File: src/rtl/ex_result_stage.sv
// EX result stage: two-entry skid buffer (MAIN drives out_*, SKID catches one word under backpressure).
// Latency 1 cycle; in_ready is !SKID.valid (registered); optional EX_RESULT_OVF_TRAP_EN adds sticky ovf_trap.
module ex_result_stage #(
  parameter int WIDTH = 32,
  parameter int RD_W  = 5
) (
  input  logic             clk,
  input  logic             rst,
  input  logic             in_valid,
  output logic             in_ready,
  input  logic [WIDTH-1:0] in_result,
  input  logic             in_cout,
  input  logic             in_cin_msb,
  input  logic [1:0]       in_sel,
  input  logic [RD_W-1:0]  in_rd,
  input  logic             flush,
  output logic             out_valid,
  input  logic             out_ready,
  output logic [WIDTH-1:0] out_result,
  output logic             out_zero,
  output logic             out_ovf,
  output logic [RD_W-1:0]  out_rd
`ifdef EX_RESULT_OVF_TRAP_EN
  ,
  output logic             ovf_trap,
  input  logic             ovf_clr
`endif
);

  typedef struct packed {
    logic [WIDTH-1:0] result;
    logic             zero;
    logic             ovf;
    logic [RD_W-1:0]  rd;
  } entry_t;

  entry_t main_q, main_d, skid_q, skid_d, in_ent;
  logic   main_vld_q, main_vld_d, skid_vld_q, skid_vld_d;
  logic   accept, drain;

  // Flags are formed once at accept so the held word never depends on live inputs.
  always_comb begin
    in_ent        = '0;
    in_ent.result = in_result;
    in_ent.zero   = (in_result == '0);
    in_ent.ovf    = (in_sel == 2'b10) & (in_cout ^ in_cin_msb);
    in_ent.rd     = in_rd;
  end

  assign in_ready = !skid_vld_q;
  assign accept   = in_valid & in_ready & !flush;
  assign drain    = main_vld_q & out_ready & !flush;

  always_comb begin
    main_d     = main_q;
    skid_d     = skid_q;
    main_vld_d = main_vld_q;
    skid_vld_d = skid_vld_q;
    if (flush) begin
      main_vld_d = 1'b0;
      skid_vld_d = 1'b0;
    end else if (!main_vld_q || drain) begin
      // SKID holds the older word, so it refills MAIN first; accept cannot coincide with SKID full.
      if (skid_vld_q) begin
        main_d     = skid_q;
        main_vld_d = 1'b1;
        skid_vld_d = 1'b0;
      end else if (accept) begin
        main_d     = in_ent;
        main_vld_d = 1'b1;
      end else begin
        main_vld_d = 1'b0;
      end
    end else if (accept) begin
      skid_d     = in_ent;
      skid_vld_d = 1'b1;
    end
  end

  always_ff @(posedge clk or posedge rst) begin
    if (rst) begin
      main_q     <= '0;
      skid_q     <= '0;
      main_vld_q <= 1'b0;
      skid_vld_q <= 1'b0;
    end else begin
      main_q     <= main_d;
      skid_q     <= skid_d;
      main_vld_q <= main_vld_d;
      skid_vld_q <= skid_vld_d;
    end
  end

  assign out_valid  = main_vld_q;
  assign out_result = main_q.result;
  assign out_zero   = main_q.zero;
  assign out_ovf    = main_q.ovf;

`ifdef EX_RESULT_OVF_TRAP_EN
  logic trap_q, trap_d;

  always_comb begin
    trap_d = trap_q;
    if (ovf_clr)
      trap_d = 1'b0;
    if (drain && main_q.ovf)
      trap_d = 1'b1;
  end

  always_ff @(posedge clk or posedge rst) begin
    if (rst)
      trap_q <= 1'b0;
    else
      trap_q <= trap_d;
  end

  assign ovf_trap = trap_q;
  // An overflowing word must not write back, so its tag is squashed to r0.
  assign out_rd   = main_q.ovf ? '0 : main_q.rd;
`else
  assign out_rd   = main_q.rd;
`endif

endmodule

File: config.mk
export PLATFORM = sky130hd
export DESIGN_NAME = ex_result_stage
export DESIGN_NICKNAME = d
export VERILOG_FILES = /design/src/rtl/ex_result_stage.sv
export SDC_FILE = /design/constraint.sdc
export NUM_CORES = 1
export LEC_CHECK = 0
export BUFFER_PORTS_ARGS = -buffer_cell sky130_fd_sc_hd__buf_4
export CORE_ASPECT_RATIO = 1.1
export CORE_MARGIN = 2
export CORE_UTILIZATION = 40
export CTS_CLUSTER_DIAMETER = 50
export DETAILED_ROUTE_END_ITERATION = 12
export PLACE_DENSITY = 0.6
export SLEW_MARGIN = 20
export SYNTH_ARGS = -nofsm -noshare
export SYNTH_HDL_FRONTEND = slang
export SYNTH_SLANG_ARGS = --single-unit
File: constraint.sdc
create_clock -name clk -period 2.7 [get_ports clk]
set_input_delay 0.135 -clock clk [delete_from_list [all_inputs] [get_ports clk]]
set_output_delay 0.135 -clock clk [all_outputs]
set_load 0.03 [all_outputs]
; Yosys cells after proc, flatten, opt, wreduce, memory -nomap -nowiden
; Index checks and enable logic that the tools add are counted.
; Widths: inputs -> output; s select.
[op_classes]
n_eq_ne = 1
n_mux = 9
bitwise_logic = 8
reduce_logical = 10
[ops]
columns = operator, n
row1 = $mux 39, 2
row2 = $logic_not 32->1, 1
row3 = $mux 1, 7
row4 = $reduce_and 3->1, 2
row5 = $and 1x1->1, 5
row6 = $reduce_bool 2->1, 2
row7 = $logic_not 1->1, 3
row8 = $reduce_bool 3->1, 1
row9 = $eq 2x2->1 const B, 1
row10 = $not 1->1, 2
row11 = $logic_or 1x1->1, 1
row12 = $xor 1x1->1, 1
[word_totals]
regBits = 80
out_inout_bits = 41
wordCells = 38

; Depth between registers and ports, before layout
; Gate-level depths: netlist of the first run.
[logic_depth]
word_depth = 7
mapped_depth = 6

; Worst setup path after synthesis of the first run
; No wires, ideal clock.
[synth_path]
path_kind = register to register
start = reg main_vld_q, in the netlist out_valid
end = reg skid_q[10] (netlist bit)
arrival_ps = 1569
t_required_ps = 2573
path_slack_ps = 1003
stages_incl_launch_ff = 6
n_path_buf = 2
path_cell_list = dfrtp_1 -> nand2b_4 -> nor4b_4 -> buf_6 -> buf_6 -> mux2_1
[synth_between]
elab_chain_cells = 5
word_cells_on_any_way = 6
classes_between = bitwise: 3 / reduce/logical: 3
[synth_lines]
columns = item, line
row1 = start: declaration, 38  ; logic main_vld_q, main_vld_d, skid_vld_q, skid_vld_d;
row2 = start signal: assignment, 89  ; main_vld_q <= main_vld_d;
row3 = $and 1x1->1 (2 in series), 52  ; assign drain = main_vld_q & out_ready & !flush;
row4 = $logic_or 1x1->1 (*), 62  ; end else if (!main_vld_q || drain) begin
row5 = $not 1->1 (no line) (*), --
row6 = $reduce_and 3->1 (no line) (*), --
row7 = end signal: assignment, 88  ; skid_q <= skid_d;
row8 = end: declaration, 37  ; entry_t main_q, main_d, skid_q, skid_d, in_ent;
; Mark *: on every way between the ends. The rest lies on a longest branch, timed or not.
; A chain may end at the register's enable or synchronous reset.

; Final worst setup path of the first run
[layout_path]
start = reg skid_vld_q
end = out in_ready
[layout_between]
elab_chain_cells = 1
[layout_lines]
columns = item, line
row1 = start: declaration, 38
row2 = start signal: assignment, 90  ; skid_vld_q <= skid_vld_d;
row3 = $logic_not 1->1, 50  ; assign in_ready = !skid_vld_q;
row4 = end: declaration, 10  ; output logic in_ready,
; Every way passes these cells.

==> out/summary.txt, run 1 <==
worst-margin pin slew: 0.695 ns
IR drop worst, VDD: 0.306 mV
EDFF count, synth: 0
Mapped Nets: 322
# Post-CTS Setup Buffers: 0
maximum clock insertion buffer count: 2
CTS root buf: clkbuf_8
fmax: 569 MHz
diode count: 0
DRC violations left: 0
Startpoint Class: flop
# setup viols final: 0
cts bufs inserted: 9
site row count: 35
Final WS setup: 0.942 ns
Sw Ratio: 0.283
fin crit period: 1.76 ns
starting density of the core: 0.411
synth warn: 0
crit path from: skid_vld_q
all-layer global routing usage: 0.156
DR pass1 iterations: 4
Setup Skew: 0.00578 ns
largest net degree at the start of global routing: 55
Post-DP HPWL: 4.63 mm
Area contributors post-synth: dfrtp_1 (58%), mux2i_1 (11%), mux2_2 (9.8%)
Data arrival, critical path: 1.62 ns
Mapped Area: 3430 µm²
nets: 409
antenna-violating nets left: 0
antenna violations before repair: 0
synth unique cells: 25
ys async rst share: 1.00
status: finished, final reports clean
Max Cap Viol: 0
CTS tree: built
reg-to-reg startpoint: out_valid
number of port buffers: 86
Critical Path End: in_ready
Layout area overhead: 28.7%
Tcrit/Tclk final: 0.651
Seq pwr share: 0.477
global route overflow: 0
Fin. Hold Viols: 0
worst skew pair latency: 0.34 ns
P_int: 2.34 mW
Core Area: 8360 µm²
# H-tree levels: 3
Worst Hold Class: primary input to flop
NetSw: 0.926 mW
top-area cell type share of the netlist area: 0.583
Commonest cells post-synth: dfrtp_1 (80), nor2_1 (39), a21oi_1 (38), mux2i_1 (38), mux2_2 (30)
first-pass GRT wire length: 11.4 mm
hold path start: in_result[7]
Die Wd: 92.4 µm
Clock Sinks: 80
R2R Path End: skid_q[6]
vias in the first global route: 2411
Via Count: 2355
routed vias/inst: 4.93
Comb pwr share: 0.227
setup TNS: 0 ns
die height: 101 µm
Clock power frac: 0.296
crit path kind: flop to output pin
Required @ worst endpoint: 2.57 ns
Mapped Cells: 276
Post-Place Worst Slack: 0.939 ns
most numerous cell in the Yosys netlist: dfrtp_1
Synth area leader: dfrtp_1
RSZ-0062 raised after global routing: no
GPL Wtd Cong: 0.751
Avg Synthesized Cell Area: 12.4 µm²
First DRT Iteration DRCs: 70
Power Density: 740 nW/µm²
Clk pin slew, worst setup/hold paths: 0.08 ns
reg2reg setup slack: 0.96 ns
I/O pin count: 87
Reg2Reg Depth: 4
top_reg_cell synth: dfrtp_1
CP Capture Type: output pin
layout cells sized above 1: 0.381
post-detailed-route wirelength per cell: 14.4 µm
Static Leak: 1.90 nW
Seq/Total Area, Yosys: 0.583
Rel. slew slack: 0.537
fin. max-slew vios: 0
routed wire length: 6.91 mm
register bit count reported by yosys: 80
Worst Path Max Fanout: 42
total die area: 9340 µm²
power groups by stage:
stage | registers [mW] | clock network, mW | logic [mW]
detailed placement | 1.59 | 0 | 0.752
finish | 1.56 | 0.968 | 0.743
CTS | 1.56 | 1.01 | 0.756
global route | 1.60 | 1.05 | 0.807
floorplan | 1.75 | 0 | 0.286
global placement | 1.58 | 0 | 0.737
layout make-up:
class                   instances  area (µm²)
inverters                       3        12.5
fillers                       775        3940
repair buffers                 93         716
well taps                     111         139
clock inverters                 3        65.1
clock buffers                  12         155
multi-input cells             176        1330
flip-flops and latches         80        2000
through the flow:
step / instance area (µm²) / power [mW] / cells / hold slack (ns) / utilization
floorplan: 3430 / 2.04 / 276 / 0.198 / -
global placement: 4180 / 2.31 / 461 / 0.237 / 0.500
detailed placement: 4180 / 2.34 / 461 / 0.238 / 0.500
CTS: 4420 / 3.32 / 478 / 0.00920 / 0.528
global route: 4420 / 3.45 / 478 / 0.0160 / 0.528
finish: 4420 / 3.27 / 478 / 0.0298 / 0.528
critical path, stage by stage (launching register included):
cell and delay, ns:
dfrtp_2 0.40, buf_4 0.58, inv_1 0.10, buf_4 0.19
what timing repair did:
action | 4_1_cts | 5_1_grt
hold buffers | 2 | 0
endpoints found under the hold margin | 36 | 0
gates resized for setup | 0 | 0
layout by cell type (no fill, tap or decap):
cell type and n:
nor4_1 8, clkbuf_8 11, dlygate4sd3_1 2, nor2_1 39, nand3b_1 1, mux2_1 9, buf_12 1, nand4_1 2
o211ai_1 1, nor2b_1 1, dfrtp_2 1, xor2_1 1, nor4b_4 1, inv_1 2, mux2i_1 38, buf_4 90
clkinv_2 2, o31ai_1 1, clkbuf_1 1, nor3_1 1, a21oi_1 38, dfrtp_1 79, bufinv_16 2, nand2b_4 1
o21a_1 1, nand2_1 2, nor3_4 1, mux2_2 30
worst min-delay path by stage:
stage            endpoint  slack (ns)  cells past startpoint
6_report       skid_q[14]        0.03                      2
5_1_grt         skid_q[1]        0.02                      2
4_1_cts        skid_q[14]       0.009                      2
3_5_place_dp    out_rd[3]        0.24                      2
3_3_place_gp    out_rd[3]        0.24                      2
2_1_floorplan   out_valid        0.20                      1
state kept, by name, summed over array words and instances, names as in the netlist:
signal	flops
skid_q	39
skid_vld_q	1
out_rd	5
out_result	32
out_zero	1
out_ovf	1
out_valid	1
layer usage:
| metal | vias to the layer above | GRT usage | part of all wire |
|---|---|---|---|
| li1 | 1143 | - | - |
| met1 | 1144 | 0.197 | 0.46 |
| met2 | 58 | 0.255 | 0.46 |
| met3 | 10 | 0.0372 | 0.057 |
| met4 | 0 | 0.0723 | 0.016 |
| met5 | - | 0 | 0 |
kinds of logic (layout without fill, tap and decap cells):
kind of cell / Yosys count / after routing / synth area share
xor gates and xnor gates: 1 / 1 / 0.00255
DFF: 80 / 80 / 0.583
AOI/OAI and AO/OA: 41 / 41 / 0.0619
muxes: 77 / 77 / 0.239
and+or+nand+nor: 57 / 57 / 0.0823
buffers and inverters: 20 / 111 / 0.0317
Note: power is estimated with default switching activity, not from simulation.
==> run 2, diff against run 1 <==
--- a/config.mk
+++ b/config.mk
@@ -5,6 +5,7 @@
 export SDC_FILE = /design/constraint.sdc
 export NUM_CORES = 1
 export LEC_CHECK = 0
+export ABC_AREA = 1
 export BUFFER_PORTS_ARGS = -buffer_cell sky130_fd_sc_hd__buf_4
 export CORE_ASPECT_RATIO = 1.1
 export CORE_MARGIN = 2
==> constraint.sdc (replaced) <==
create_clock -name clk -period 1.8 [get_ports clk]
set_input_delay 0.09 -clock clk [delete_from_list [all_inputs] [get_ports clk]]
set_output_delay 0.09 -clock clk [all_outputs]
set_load 0.03 [all_outputs]
==> run 2 against run 1 <==
Effect of this change:
- setup slack got worse by 0.79 ns
- sequential power increased by 49%
- non-clock buffer count increased by 42
- largest power group unchanged
- sequential share of layout area decreased by 3.9 points
- clock power increased by 36%
- synthesized cell count increased by 54%
- cell count increased by 38%
- register-to-register slack got worse by 0.68 ns
- critical path depth increased by 1
- utilization increased by 4.9 points
- area after synthesis about the same
- highest routed layer unchanged
- power increased by 47%
==> out/summary.txt, run 2 <==
Clock power frac: 0.274
Clock Sinks: 80
post-detailed-route wirelength per cell: 12.9 µm
crit path kind: flop to output pin
Largest Register: skid_q
routed wire length: 8.54 mm
Max Cap Viol: 0
Data arrival, critical path: 1.56 ns
register bit count reported by yosys: 80
post-route insts no fill: 661
Worst path max stage delay: 0.39 ns
starting density of the core: 0.411
setup TNS: 0 ns
Commonest cells post-synth: nand2_1 (201), dfrtp_1 (80), nor2_1 (60)
cts bufs inserted: 9
Avg Synthesized Cell Area: 8.10 µm²
Layout area overhead: 40.7%
Startpoint Class: flop
Static Leak: 2.40 nW
largest net degree at the start of global routing: 33
worst-margin pin slew: 0.610 ns
fin crit period: 1.65 ns
First DRT Iteration DRCs: 171
DRC violations left: 0
Fin. Hold Viols: 0
Worst Path Max Fanout: 32
Mapped Area: 3440 µm²
antenna violations before repair: 0
diode count: 0
synth unique cells: 18
Tcrit/Tclk final: 0.916
routed vias/inst: 4.70
Seq/Total Area, Yosys: 0.583
vias in the first global route: 2894
maximum clock insertion buffer count: 2
EDFF count, synth: 0
top_reg_cell synth: dfrtp_1
all-layer global routing usage: 0.191
slowest CP cell: dfrtp_1
# H-tree levels: 3
Worst Hold Class: primary input to flop
ys async rst share: 1.00
CP most frequent cell: buf_4
Mapped Nets: 470
fmax: 607 MHz
GPL Wtd Cong: 0.782
layout cells sized above 1: 0.213
NetSw: 1.47 mW
Comb pwr share: 0.242
IR drop worst, VDD: 0.468 mV
antenna-violating nets left: 0
Post-DP HPWL: 5.82 mm
CTS tree: built
commonest non-fill, non-tap cell in the layout: nand2_1
crit path cell chain: buf_4 > clkinv_1 > buf_6 > buf_4
Mapped Cells: 424
Setup Skew: 0.00907 ns
Required @ worst endpoint: 1.71 ns
status: finished, final reports clean
DR pass1 iterations: 4
Fill cells: 759
die height: 101 µm
CTS root buf: clkbuf_8
most numerous cell in the Yosys netlist: nand2_1
fin. max-slew vios: 0
synth warn: 0
nets: 593
first-pass GRT wire length: 13.8 mm
Reg area: 2000 µm²
commonest cells after routing, fill and taps aside: nand2_1 (201), buf_4 (93), dfrtp_1 (80)
Die Wd: 92.4 µm
placed cells: 611
# setup viols final: 0
Power Density: 994 nW/µm²
Crit path buffers/inverters: 4
multi-input combinational cell area: 1290 µm²
number of port buffers: 86
max reg flops: 39
I/O pin count: 87
total die area: 9350 µm²
global route overflow: 0
CP Capture Type: output pin
Area contributors post-synth: dfrtp_1 (58%), nand2_1 (22%), a31oi_1 (6.7%)
top-area cell type share of the netlist area: 0.583
Core Area: 8360 µm²
Seq pwr share: 0.484
RSZ-0062 raised after global routing: no
P_int: 3.34 mW
Clk pin slew, worst setup/hold paths: 0.08 ns
site row count: 35
Sw Ratio: 0.306
Rel. slew slack: 0.592
Via Count: 3108
worst skew pair latency: 0.34 ns
CP top delay family: buffers and inverters
Synth area leader: dfrtp_1
run 2: power groups by stage:
stage / clock network [mW] / registers (mW) / logic, mW
4_1_cts: 1.34 / 2.32 / 1.18
5_1_grt: 1.42 / 2.36 / 1.28
3_3_place_gp: 0 / 2.34 / 1.10
6_report: 1.32 / 2.32 / 1.16
3_5_place_dp: 0 / 2.36 / 1.11
2_1_floorplan: 0 / 2.59 / 0.409
run 2: cell type report:
cell class	count	share of cell area
multi-input combinational	311	0.266
inverter	10	0.00854
tap	111	0.0287
clock inverter	3	0.00880
sequential	80	0.414
clock buffer	11	0.0313
timing repair buffer	135	0.242
run 2: worst min-delay path, cell delays in order:
cell and delay, ns:
buf_4 0.11, inv_1 0.06, a21oi_1 0.06
run 2: kinds of logic (layout without fill, tap and decap cells):
| family | after synthesis | count (layout) | synth area share |
|---|---|---|---|
| compound gates | 46 | 46 | 0.0812 |
| buf+inv | 33 | 159 | 0.0441 |
| simple gates | 265 | 265 | 0.292 |
| flops | 80 | 80 | 0.583 |
run 2: per-layer routing:
metal,GRT usage,share of wire,wire length [µm]
met1,0.254,0.45,3860
met2,0.314,0.50,4230
met3,0.0231,0.036,304
met4,0.0896,0.017,141
met5,0,0,0
run 2: worst paths after layout:
| path | start | endpoint | slack (ns) | cells after the start |
|---|---|---|---|---|
| min in group asynchronous | rst | out_result[17] | 0.37 | 3 |
| hold / removal | in_valid | skid_vld_q | 0.01 | 3 |
| setup / recovery | skid_vld_q | in_ready | 0.15 | 4 |
| max in group asynchronous | rst | out_rd[1] | 0.88 | 4 |
| hold reg to reg | skid_q[36] | skid_q[36] | 0.48 | 2 |
| setup reg to reg | skid_vld_q | skid_q[1] | 0.28 | 7 |
run 2: metrics by stage:
step	power (mW)	setup WS, ns	hold slack [ns]	instance area (µm²)	util
6_report	4.81	0.151	0.0113	4830	0.578
3_5_place_dp	3.47	0.298	0.204	4280	0.511
2_1_floorplan	3.00	0.436	0.200	3440	-
5_1_grt	5.07	0.0339	0.00986	4830	0.578
4_1_cts	4.84	0.0539	0.00389	4830	0.577
3_3_place_gp	3.44	0.314	0.195	4280	0.511
run 2: repair_timing:
action                     CTS  global route
hold buffers                36             0
resized for setup            0             1
hold endpoints to repair    58             0
buffers inserted             0             0
setup endpoints to repair    0             1
